`config.mk`:
```
export PLATFORM = sky130hd
export DESIGN_NAME = tri_assemble
export DESIGN_NICKNAME = d
export VERILOG_FILES = /design/src/rtl/tri_assemble_pkg.sv /design/src/rtl/tri_area.sv /design/src/rtl/tri_assemble.sv
export SDC_FILE = /design/constraint.sdc
export NUM_CORES = 1
export LEC_CHECK = 0
export CAP_MARGIN = 15
export CORE_UTILIZATION = 44
export DETAILED_ROUTE_END_ITERATION = 10
export GPL_TIMING_DRIVEN = 0
export PLACE_DENSITY = 0.6
export SETUP_SLACK_MARGIN = 0.5
export SLEW_MARGIN = 20
export SYNTH_ARGS = -nofsm -noshare
export SYNTH_HDL_FRONTEND = slang
export SYNTH_SLANG_ARGS = --single-unit
```
`constraint.sdc`:
```
create_clock -name clk_in -period 10 [get_ports clk_in]
set_input_delay 2 -clock clk_in [delete_from_list [all_inputs] [get_ports clk_in]]
set_output_delay 2 -clock clk_in [all_outputs]
set_load 0.1 [all_outputs]
```
`src/rtl/tri_assemble_pkg.sv`:
```
// Shared types for triangle assembly: coordinate/area widths, vertex record, FSM states.
// No logic beyond small min/max helpers used by the area/bbox stage.
// Pure definitions, no flow control.
package tri_assemble_pkg;

    localparam int COORD_W = 9;
    localparam int AREA_W  = 21;

    typedef struct packed {
        logic [COORD_W-1:0] x;
        logic [COORD_W-1:0] y;
        logic [COORD_W-1:0] z;
    } vertex_t;

    typedef enum logic [1:0] {
        ST_COLLECT = 2'd0,
        ST_AREA    = 2'd1,
        ST_OUT     = 2'd2
    } state_e;

    function automatic logic [COORD_W-1:0] min3(input logic [COORD_W-1:0] a,
                                                input logic [COORD_W-1:0] b,
                                                input logic [COORD_W-1:0] c);
        logic [COORD_W-1:0] m;
        m = (a < b) ? a : b;
        return (c < m) ? c : m;
    endfunction

    function automatic logic [COORD_W-1:0] max3(input logic [COORD_W-1:0] a,
                                                input logic [COORD_W-1:0] b,
                                                input logic [COORD_W-1:0] c);
        logic [COORD_W-1:0] m;
        m = (a > b) ? a : b;
        return (c > m) ? c : m;
    endfunction

endpackage

```
`src/rtl/tri_area.sv`:
```
// Signed triangle area (twice the geometric area) and screen bounding box.
// Latency: combinational.
// Backpressure: none, pure function of the three stored vertices.
module tri_area
    import tri_assemble_pkg::*;
(
    input  logic [COORD_W-1:0]        x0,
    input  logic [COORD_W-1:0]        y0,
    input  logic [COORD_W-1:0]        x1,
    input  logic [COORD_W-1:0]        y1,
    input  logic [COORD_W-1:0]        x2,
    input  logic [COORD_W-1:0]        y2,
    output logic signed [AREA_W-1:0]  area,
    output logic [COORD_W-1:0]        min_x,
    output logic [COORD_W-1:0]        min_y,
    output logic [COORD_W-1:0]        max_x,
    output logic [COORD_W-1:0]        max_y
);

    localparam int PROD_W = 2 * (COORD_W + 1);

    logic signed [COORD_W:0]   dx1, dy1, dx2, dy2;
    logic signed [PROD_W-1:0]  p_a, p_b;

    // Zero-extend before subtracting so full 9-bit unsigned range stays exact.
    assign dx1 = $signed({1'b0, x1}) - $signed({1'b0, x0});
    assign dy1 = $signed({1'b0, y1}) - $signed({1'b0, y0});
    assign dx2 = $signed({1'b0, x2}) - $signed({1'b0, x0});
    assign dy2 = $signed({1'b0, y2}) - $signed({1'b0, y0});

    assign p_a  = PROD_W'(dx1) * PROD_W'(dy2);
    assign p_b  = PROD_W'(dx2) * PROD_W'(dy1);
    assign area = AREA_W'(p_a) - AREA_W'(p_b);

    assign min_x = min3(x0, x1, x2);
    assign min_y = min3(y0, y1, y2);
    assign max_x = max3(x0, x1, x2);
    assign max_y = max3(y0, y1, y2);

endmodule

```
`src/rtl/tri_assemble.sv`:
```
// Groups vertices into triangles, culls degenerate/back-facing ones, emits bbox + vertices.
// Latency: third vertex accepted in cycle N -> valid_out in cycle N+2; one triangle per 5 cycles.
// Backpressure: holds the transaction until ready_in; ready_out is low outside collection.
module tri_assemble
    import tri_assemble_pkg::*;
#(
    parameter bit CULL_BACK = 1'b1
) (
    input  logic                     clk_in,
    input  logic                     rst_in,
    input  logic [2:0][COORD_W-1:0]  coor_in,
    input  logic                     valid_in,
    input  logic                     obj_done_in,
    output logic                     ready_out,
    output logic [2:0][COORD_W-1:0]  tri_x_out,
    output logic [2:0][COORD_W-1:0]  tri_y_out,
    output logic [2:0][COORD_W-1:0]  tri_z_out,
    output logic [1:0][COORD_W-1:0]  bbox_min_out,
    output logic [1:0][COORD_W-1:0]  bbox_max_out,
    output logic                     tri_keep_out,
    output logic                     obj_done_out,
    output logic                     valid_out,
    input  logic                     ready_in
);

    state_e                    state;
    logic [1:0]                idx;
    vertex_t [2:0]             vtx_q;
    logic                      last_done;
    logic signed [AREA_W-1:0]  area;
    logic [COORD_W-1:0]        min_x, min_y, max_x, max_y;
    logic                      drop;

    tri_area u_area (
        .x0    (vtx_q[0].x),
        .y0    (vtx_q[0].y),
        .x1    (vtx_q[1].x),
        .y1    (vtx_q[1].y),
        .x2    (vtx_q[2].x),
        .y2    (vtx_q[2].y),
        .area  (area),
        .min_x (min_x),
        .min_y (min_y),
        .max_x (max_x),
        .max_y (max_y)
    );

    assign drop      = (area == '0) || (CULL_BACK && (area < 0));
    assign ready_out = (state == ST_COLLECT);
    assign valid_out = (state == ST_OUT);

    always_comb begin
        for (int i = 0; i < 3; i++) begin
            tri_x_out[i] = vtx_q[i].x;
            tri_y_out[i] = vtx_q[i].y;
            tri_z_out[i] = vtx_q[i].z;
        end
    end

    always_ff @(posedge clk_in or negedge rst_in) begin
        if (!rst_in) begin
            state        <= ST_COLLECT;
            idx          <= 2'd0;
            vtx_q        <= '0;
            last_done    <= 1'b0;
            bbox_min_out <= '0;
            bbox_max_out <= '0;
            tri_keep_out <= 1'b0;
            obj_done_out <= 1'b0;
        end else begin
            case (state)
                ST_COLLECT: begin
                    if (valid_in) begin
                        for (int i = 0; i < 3; i++) begin
                            if (idx == 2'(i)) begin
                                vtx_q[i] <= '{x: coor_in[2], y: coor_in[1], z: coor_in[0]};
                            end
                        end
                        // An object ending on vertex 0 or 1 yields only an end marker.
                        if (obj_done_in && idx != 2'd2) begin
                            idx          <= 2'd0;
                            tri_keep_out <= 1'b0;
                            obj_done_out <= 1'b1;
                            state        <= ST_OUT;
                        end else if (idx == 2'd2) begin
                            idx       <= 2'd0;
                            last_done <= obj_done_in;
                            state     <= ST_AREA;
                        end else begin
                            idx <= idx + 2'd1;
                        end
                    end
                end
                ST_AREA: begin
                    bbox_min_out <= {min_x, min_y};
                    bbox_max_out <= {max_x, max_y};
                    if (!drop) begin
                        tri_keep_out <= 1'b1;
                        obj_done_out <= last_done;
                        state        <= ST_OUT;
                    end else if (last_done) begin
                        tri_keep_out <= 1'b0;
                        obj_done_out <= 1'b1;
                        state        <= ST_OUT;
                    end else begin
                        state <= ST_COLLECT;
                    end
                end
                ST_OUT: begin
                    if (ready_in) begin
                        state <= ST_COLLECT;
                    end
                end
                default: state <= ST_COLLECT;
            endcase
        end
    end

endmodule

```
==> results by group <==
Hold path
  – Hold path depth: 2
  – Hold Crit Class: reg2reg
  – Hold Crit Start: tri_z_out[20]
  – Hold Path Sink: tri_z_out[20]

Finish
  – Layout area overhead: 20.28%
  – Ant. Diodes: 0
  – Finished Cell Area: 18610 sq um
  – Final nets: ~2200
  – Layout cell share with drive strength beyond 1: 10.65%

Drt
  – Via count: roughly 12000
  – Vias/cell: 5.335
  – Post-route antenna net violation count: 0
  – Routed wire length: approximately 41 mm
  – Initial drt markers: about 830
  – 1st-pass router iterations: 5
  – Routed wire length per instance: 18.54 um
  – DRC errors left: 0

Clock network
  – Clock root buffer: clkbuf_16
  – Total CTS buffers: 17
  – TritonCTS clock tree: yes
  – Clock Latency Late Sink: between 400 and 500 ps
  – Clock-pin slew on the worst setup and hold paths: about 60 ps
  – H-tree Lvls: 4
  – Clk buf depth: 2
  – CTS sink cnt: roughly 120

Setup path
  – Cells on worst reg2reg path: 29
  – Slowest stage delay, CP: approximately 580 ps
  – CP endpoint kind: register
  – Critical Path Most Common Cell: fa_1
  – Crit-path max FO: 6
  – Launching point of the worst reg2reg path: tri_x_out[10]
  – CP required: 10300 ps
  – CP Buf/Inv Count: 4
  – Critical path startpoint category: register
  – Flop2flop setup slack: approximately 860 ps
  – CP top delay family: adder cells
  – Worst R2R End: obj_done_out
  – Setup CP Type: reg2reg
  – CP Data Arrival Time: about 9400 ps
  – Worst path slowest cell: fa_1

Placed design
  – Dpl cell area: between 15000 and 20000 sq um
  – GP Congestion: approximately 0.92
  – DP HPWL: 34.19 mm
  – IO Port Bufs: 152

Status
  – Status: complete, no violations

Floorplan
  – Initial cell density of the core: roughly 45%
  – Number of I/O pins: approximately 150
  – Die footprint: 35920 sq um
  – Die extent in y: 189.5 um
  – # rows: 68
  – Die Wd: around 190 um
  – CORE AREA: about 35000 sq um

Synth
  – Number of flops mapped to enable cells by yosys: 0
  – Top post-synthesis cells by area: fa_1 30%, dfrtp_1 20%, ha_1 12%
  – Gate Count Post-Synth: 1574
  – Top_reg_cell synth: dfrtp_1
  – Mapped cell area: approximately 15000 sq um
  – Dominant cell type by area after synthesis: fa_1
  – Share of the synthesized area in the top cell type: 30.14%
  – FFs w/ async S/R, synth: between 90% and 100%
  – Distinct cells, synth: between 50 and 60
  – Synth warnings: 0
  – Post-synthesis register bit count: 124
  – Post-Syn Nets: between 1500 and 2000
  – Mean Syn Cell Area: 9.832 sq um
  – Register area share after synthesis: between 20% and 30%

STA
  – Achievable Freq: about 0.11 GHz
  – Crit path time final: slightly above 9000 ps
  – Post-route clock period utilization: between 90% and 100%
  – Worst Skew: between 9 and 10 ps
  – Hold WS: between 400 and 500 ps
  – Final setup viols: 0
  – Setup TNS: 0 ps
  – Measured slew at the worst slew-check pin: approximately 1100 ps
  – Max-slew violations: 0
  – Relative slew slack: 24.72%
  – Final Hold Viols: 0
  – RSZ-0062 raised after global routing: no

Global route
  – First-pass GRT wire length: about 67 mm
  – GRT Util Overall: roughly 24%
  – Vias in the first global route: 12130
  – Pin count of the biggest net entering global routing: 95
  – Met1 Usage GRT: around 34%
  – GRT busiest layer: met2
  – Total grt overflow: 0
  – Initial antenna violation count: 0
  – Met2 usage: roughly 40%
  – Met3 GRT Util: 4.667%

Job
  – MaxCap Viol Count: 0
[worst reg2reg max path, delay by kind of cell (launching register included)]
family / cells / cell delay [ps]
AOI/OAI and AO/OA: 9 / 2000
adders and majority gates: 9 / 4210
buffers and inverters: 4 / 320
DFF: 1 / 470
muxes: 1 / 290
and+or+nand+nor: 6 / 1760
[logic make-up after synthesis]
kind of cell / share of synthesized area [%]
adders and majority gates: 42.27
muxes: 6.832
and+or+nand+nor: 11.93
buffers and inverters: 6.679
AOI/OAI and AO/OA: 9.347
xor gates and xnor gates: 2.886
DFF: 20.05
[per-stage QoR]
step,setup slack (ps),utilization (%),std cells
6_report,859.1,53.88,2220
3_3_place_gp,284.0,50.85,2181
2_1_floorplan,941.4,-,1574
3_5_place_dp,185.2,51.00,2182
4_1_cts,500.7,53.02,2214
5_1_grt,497.1,53.88,2220
[cell usage after synthesis (4+ instances only)]
cell / count
buf_2: 4
a31o_2: 4
a21oi_1: 59
nor2_1: 189
xnor2_1: 37
fa_1: 233
or2_2: 27
nand4_1: 10
o21a_1: 8
dfrtp_1: 124
nor3_1: 5
o2111ai_1: 4
o311ai_0: 8
a21o_1: 30
nand2_1: 128
o221ai_1: 8
clkbuf_1: 32
nand3_1: 8
nand2b_1: 20
ha_1: 150
nor2b_1: 15
mux2_2: 57
o21bai_1: 7
o21ai_0: 67
inv_1: 229
mux2i_1: 40
xor2_1: 14
and2_1: 6
o21ai_1: 4
[layout make-up]
class	count	area (sq um)
well taps	455	569.3
clock inverters	14	195.2
multi-input cells	1180	11630
fillers	3183	15930
flip-flops and latches	124	3105
inverters	230	869.6
clock buffers	18	439.2
plain buffers	40	175.2
repair buffers	159	1624
[flip-flops by register name (all words and copies together) (netlist names), 2 cells and up]
name / flops
bbox_min_out: 18
idx: 2
tri_y_out: 27
tri_x_out: 27
bbox_max_out: 18
state: 2
tri_z_out: 27
[placed cells by master (no fill, tap or decap), types with 4 or more instances in the layout]
cell type | synthesis | layout
a21o_1 | 30 | 30
a21oi_1 | 59 | 54
a21oi_2 | 2 | 7
and2_1 | 6 | 6
buf_2 | 4 | 4
buf_4 | 0 | 4
bufinv_16 | 0 | 4
clkbuf_1 | 32 | 30
clkbuf_16 | 0 | 17
clkdlybuf4s50_1 | 0 | 151
clkinv_4 | 0 | 4
clkinvlp_4 | 0 | 5
dfrtp_1 | 124 | 122
fa_1 | 233 | 233
ha_1 | 150 | 148
inv_1 | 229 | 222
inv_2 | 0 | 5
mux2_2 | 57 | 57
mux2i_1 | 40 | 40
nand2_1 | 128 | 127
nand2b_1 | 20 | 19
nand3_1 | 8 | 8
nand4_1 | 10 | 10
nor2_1 | 189 | 189
nor2b_1 | 15 | 15
nor3_1 | 5 | 4
o2111ai_1 | 4 | 4
o21a_1 | 8 | 7
o21ai_0 | 67 | 67
o21bai_1 | 7 | 7
o221ai_1 | 8 | 8
o311ai_0 | 8 | 8
or2_2 | 27 | 27
xnor2_1 | 37 | 26
xnor2_2 | 0 | 10
xor2_1 | 14 | 7
xor2_2 | 0 | 4
[per-layer routing]
metal	wire length (um)	up-vias
li1	-	5459
met5	0	-
met4	766	0
met1	18070	5980
met3	2524	49
met2	19800	355
[how the worst max path moves through the flow]
stage | cells past startpoint | startpoint | slack [ps] | end
after detailed placement | 30 | tri_x_out[1] | 190 | obj_done_out
final | 29 | tri_x_out[10] | 860 | obj_done_out
after global routing | 31 | tri_x_out[18] | 500 | obj_done_out
after CTS | 29 | tri_x_out[1] | 500 | obj_done_out
after global placement | 30 | tri_x_out[1] | 280 | obj_done_out
after floorplan | 30 | tri_x_out[1] | 940 | obj_done_out
[repair_timing]
item                       4_1_cts  5_1_grt
buffers inserted                 0        6
pin swaps                        0        9
hold buffers                     0        0
gates resized for setup          9       46
setup endpoints to repair        3        3
Power is left out: the tool's default activity adds up to more than one toggle a clock period on the data nets, which glitch-free logic cannot reach.
